`config.mk`:
```
export PLATFORM = sky130hd
export DESIGN_NAME = uart_rx_tx_fifo
export DESIGN_NICKNAME = d
export VERILOG_FILES = /design/src/rtl/uart_rx_tx_fifo.sv
export SDC_FILE = /design/constraint.sdc
export NUM_CORES = 1
export LEC_CHECK = 0
export BUFFER_PORTS_ARGS = -buffer_cell sky130_fd_sc_hd__buf_4
export CORE_MARGIN = 2
export CORE_UTILIZATION = 55
export DETAILED_ROUTE_END_ITERATION = 7
export PLACE_DENSITY = 0.73
export SYNTH_ARGS = -nofsm -noshare
export SYNTH_HDL_FRONTEND = slang
export SYNTH_SLANG_ARGS = --single-unit
```
`constraint.sdc`:
```
create_clock -name clk -period 3.1 [get_ports clk]
set_input_delay 0.62 -clock clk [delete_from_list [all_inputs] [get_ports clk]]
set_output_delay 0.62 -clock clk [all_outputs]
set_load 0.01 [all_outputs]
```
`src/rtl/uart_rx_tx_fifo.sv`:
```
// Circular byte FIFO between the UART receiver and transmitter: pushes on rx_done,
// drains into the Tx stage through a level tx_start / tx_busy handshake.
module uart_rx_tx_fifo #(
  parameter int unsigned DATA_W = 8,
  parameter int unsigned ADDR_W = 3
) (
  input  logic              clk,
  input  logic              rst,
  input  logic [DATA_W-1:0] rx_data,
  input  logic              rx_done,
  input  logic              tx_busy,
  output logic              tx_start,
  output logic [DATA_W-1:0] tx_data,
  output logic              full,
  output logic              empty,
  output logic [ADDR_W:0]   count,
  output logic              overflow
);

  localparam int unsigned Depth = 2 ** ADDR_W;
  localparam logic [ADDR_W:0] DepthCnt = {1'b1, {ADDR_W{1'b0}}};
  localparam logic [ADDR_W-1:0] PtrOne = {{(ADDR_W-1){1'b0}}, 1'b1};

  typedef enum logic [1:0] {StIdle, StLaunch, StDrain} state_e;

  state_e state_q, state_d;

  logic [DATA_W-1:0] mem_q [Depth];
  logic [ADDR_W-1:0] wptr_q, rptr_q;
  logic [ADDR_W:0]   count_q, count_d;
  logic              tx_start_q, tx_start_d;
  logic [DATA_W-1:0] tx_data_q, tx_data_d;
  logic              overflow_q;
  logic              push, pop;

  // full/empty come from the registered count, so a push at full is dropped
  // even when the FSM pops on the same edge.
  assign full  = (count_q == DepthCnt);
  assign empty = (count_q == '0);
  assign push  = rx_done && !full;

  always_comb begin
    state_d    = state_q;
    tx_start_d = tx_start_q;
    tx_data_d  = tx_data_q;
    pop        = 1'b0;
    case (state_q)
      StIdle: begin
        if (!empty && !tx_busy) begin
          pop        = 1'b1;
          tx_start_d = 1'b1;
          tx_data_d  = mem_q[rptr_q];
          state_d    = StLaunch;
        end
      end
      StLaunch: begin
        // No timeout: the transmitter may acknowledge on its own bit tick.
        if (tx_busy) begin
          tx_start_d = 1'b0;
          state_d    = StDrain;
        end
      end
      StDrain: begin
        if (!tx_busy) begin
          state_d = StIdle;
        end
      end
      default: state_d = StIdle;
    endcase
  end

  always_comb begin
    count_d = count_q + {{ADDR_W{1'b0}}, push} - {{ADDR_W{1'b0}}, pop};
  end

  always_ff @(posedge clk or posedge rst) begin
    if (rst) begin
      state_q    <= StIdle;
      wptr_q     <= '0;
      rptr_q     <= '0;
      count_q    <= '0;
      tx_start_q <= 1'b0;
      tx_data_q  <= '0;
      overflow_q <= 1'b0;
    end else begin
      state_q    <= state_d;
      count_q    <= count_d;
      tx_start_q <= tx_start_d;
      tx_data_q  <= tx_data_d;
      overflow_q <= rx_done && full;
      if (push) begin
        wptr_q <= wptr_q + PtrOne;
      end
      if (pop) begin
        rptr_q <= rptr_q + PtrOne;
      end
    end
  end

  // Storage has no reset; contents are only read once written.
  always_ff @(posedge clk) begin
    if (push) begin
      mem_q[wptr_q] <= rx_data;
    end
  end

  assign tx_start = tx_start_q;
  assign tx_data  = tx_data_q;
  assign count    = count_q;
  assign overflow = overflow_q;

endmodule
```
==> out/summary.md <==
### Outcome
• **outcome** finished clean

### Clock tree
• **clock-pin slew of the registers on the worst-case setup and hold paths** 0.09 ns
• **clock net sink count** 86
• **number of setup buffers added after CTS** 0
• **number of hold buffers added after cts** 0
• **clk root buf** clkbuf_8
• **CTS Buffer Depth** 2
• **number of gates resized after CTS** 0
• **Worst-Skew Late Latency** 0.35 ns
• **cts bufs inserted** 9
• **H-tree lvl count** 3
• **CTS tree** yes

### Finish
• **Multi-input gate area** 983 um^2
• **total area of sequential cells** 0.00247 mm^2
• **ant diodes** 0
• **most common library cell in the layout ignoring fill and taps** edfxtp_1
• **highest-count cells in the layout ignoring fill and taps** edfxtp_1, buf_4, dfrtp_1
• **Final nets** 284
• **fraction of final layout cells with drive strength greater than 1** 31.0%
• **layout-stage area growth over the synthesis result** 15.4%
• **total of fill cells in the finished design** 473

### Critical path
• **Crit path required time** 3.34 ns
• **critical path arrival** 2.71 ns
• **Crit Path Class** reg2reg
• **Crit. End Element** flop
• **Crit Path Max Fanout** 5
• **Startpoint Class** flop

### STA
• **highest achievable clock rate** 405 MHz
• **max-slew violations** 0
• **worst-case headroom to the max-slew limit** 41.0%
• **unrepaired setup endpoints after global routing** false
• **clock period minus final worst setup slack** 2.47 ns
• **post-route worst hold slack** 0.453 ns
• **final count of negative-setup-slack endpoints** 0
• **hold violation total from the final report** 0
• **Worst Tran Pin Value** 0.884 ns
• **Setup TNS Final** 0 ns
• **ratio of final minimum period to clock period** 79.7%
• **worst clock skew** 0.0105 ns
• **smallest setup slack after layout** 0.629 ns

### Power and ir drop
• **power per unit of standard cell area** 928 mW/mm^2
• **Worst VDD drop** 0.793 mV
• **power consumption** 3.80 mW
• **leakage** 1.61 nW

### Detailed routing
• **total wirelength of the detailed-routed design** 6620 um
• **ratio of routed vias to standard cells** 5.57
• **wire per inst** 19.2 um
• **first-pass iteration count of the detailed router** 4
• **via count** 1920
• **Iter 0 DRT Violations** 141
• **Final ANT Viol Nets** 0
• **DRC violation count after routing** 0

### Synthesis
• **post-synthesis instance area** 0.00355 mm^2
• **Synth cell types** 35
• **biggest area contributors in the synthesized netlist** edfxtp_1, dfrtp_1, mux2_2
• **cell type with the largest total area after synthesis** edfxtp_1
• **post-synthesis sequential area ratio** 69.6%
• **area share of the largest cell type after synthesis** 54.1%
• **Synth Net Count** 243
• **mean cell area of the mapped netlist** 16.0 um^2
• **number of register bits inferred by synthesis** 86
• **Warnings, synthesis** 0
• **synthesized instance count** 222

### Global route
• **GRT Overall Usage** 20.0%
• **number of global-route vias before repair** 1999
• **initial antenna violation count** 0
• **pin count of the biggest net entering global routing** 35
• **global-route wire length before repair** 10300 um
• **total global routing overflow** 0

### Die
• **height of the chip** 84.4 um
• **I/O pins** 28
• **die outline area** 0.00712 mm^2
• **row count** 29
• **core outline area** 0.00631 mm^2
• **starting utilization of the core area** 56.3%
• **width of the chip** 84.4 um

### Placed design
• **post-place setup slack** 0.583 ns
• **final RePlAce weighted congestion** 0.728
• **number of buffers inserted by port buffering** 27
• **Post-DP HPWL** 4110 um

### Min path
• **HP Class** in2reg

### Flow run
• **max capacitance violation total** 0

-- worst max-delay path, cell delays in order, from the launching register on --
cell     delay (ns)
dfrtp_1        0.39
inv_1          0.11
ha_1           0.15
or3b_2         0.50
nand2_1        0.17
ha_1           0.25
inv_1          0.06
ha_1           0.16
inv_1          0.06
fa_1           0.38
xnor2_1        0.14
-- through the flow --
stage	area, um^2	util [%]	instances
2_1_floorplan	3550	-	222
3_3_place_gp	3890	61.7	329
3_5_place_dp	3890	61.7	329
4_1_cts	4100	64.9	345
5_1_grt	4100	64.9	345
6_report	4100	64.9	345
-- kinds of logic after synthesis --
kind of cell | count (synthesis) | synth area share [%]
AND/OR/NAND/NOR | 26 | 3.84
adder cells (fa/ha/maj) | 9 | 3.38
AO/OA/AOI/OAI | 38 | 8.42
buffers and inverters | 22 | 2.75
XOR/XNOR | 7 | 1.73
multiplexers | 34 | 10.3
flip-flops | 86 | 69.6
-- report_power, final --
group | leakage [nW] | switching (mW) | internal [mW]
Combinational | 0.659 | 0.712 | 0.631
Clock | 0.102 | 0.416 | 0.384
Sequential | 0.845 | 0.151 | 1.51
-- registers in the layout (all words and copies together), names as in the netlist --
| register | cells |
|---|---|
| tx_data | 8 |
| overflow | 1 |
| wptr_q | 3 |
| tx_start | 1 |
| state_q | 2 |
| mem_q | 64 |
| count | 4 |
| rptr_q | 3 |
-- per-layer routing --
metal	track usage, %	part of all wire, %
met1	26.5	42
met2	33.0	51
met3	3.64	6.2
met4	8.66	0.41
met5	0	0
-- cells in the mapped netlist --
cell,n
a211oi_1,1
a21o_1,1
a21oi_1,1
a22o_1,8
and2_1,1
buf_1,2
buf_2,5
buf_6,1
clkbuf_1,1
clkinv_2,1
dfrtp_1,22
edfxtp_1,64
fa_1,1
ha_1,8
inv_1,12
mux2_2,17
mux2_4,1
mux2i_1,16
nand2_1,3
nand2b_1,3
nand3_1,2
nand3b_1,1
nor2_1,8
nor2b_1,1
nor3_1,2
nor3b_1,2
o21ai_0,10
o22ai_1,8
o31a_1,1
o31ai_2,8
or2_1,1
or3_1,1
or3b_2,1
xnor2_1,5
xor2_1,2
-- worst paths after layout --
check / startpoint / endpoint / cells past startpoint / slack (ns)
worst min-delay path: tx_busy / state_q[0] / 2 / 0.45
max in group asynchronous: rst / wptr_q[1] / 2 / 2.10
min in group asynchronous: rst / state_q[0] / 2 / 0.46
worst min register to register: wptr_q[0] / wptr_q[0] / 1 / 0.53
worst max register to register: count[2] / count[2] / 10 / 0.63
worst max-delay path: count[2] / count[2] / 10 / 0.63
-- area by class of cell --
| cell class | count | share of cell area (%) |
|---|---|---|
| tap | 77 | 2.35 |
| timing repair buffer | 39 | 7.14 |
| clock buffer | 9 | 3.02 |
| sequential | 86 | 60.3 |
| inverter | 13 | 1.22 |
| clock inverter | 7 | 1.95 |
| multi-input combinational | 114 | 24.0 |
Note: power is estimated with default switching activity, not from simulation.
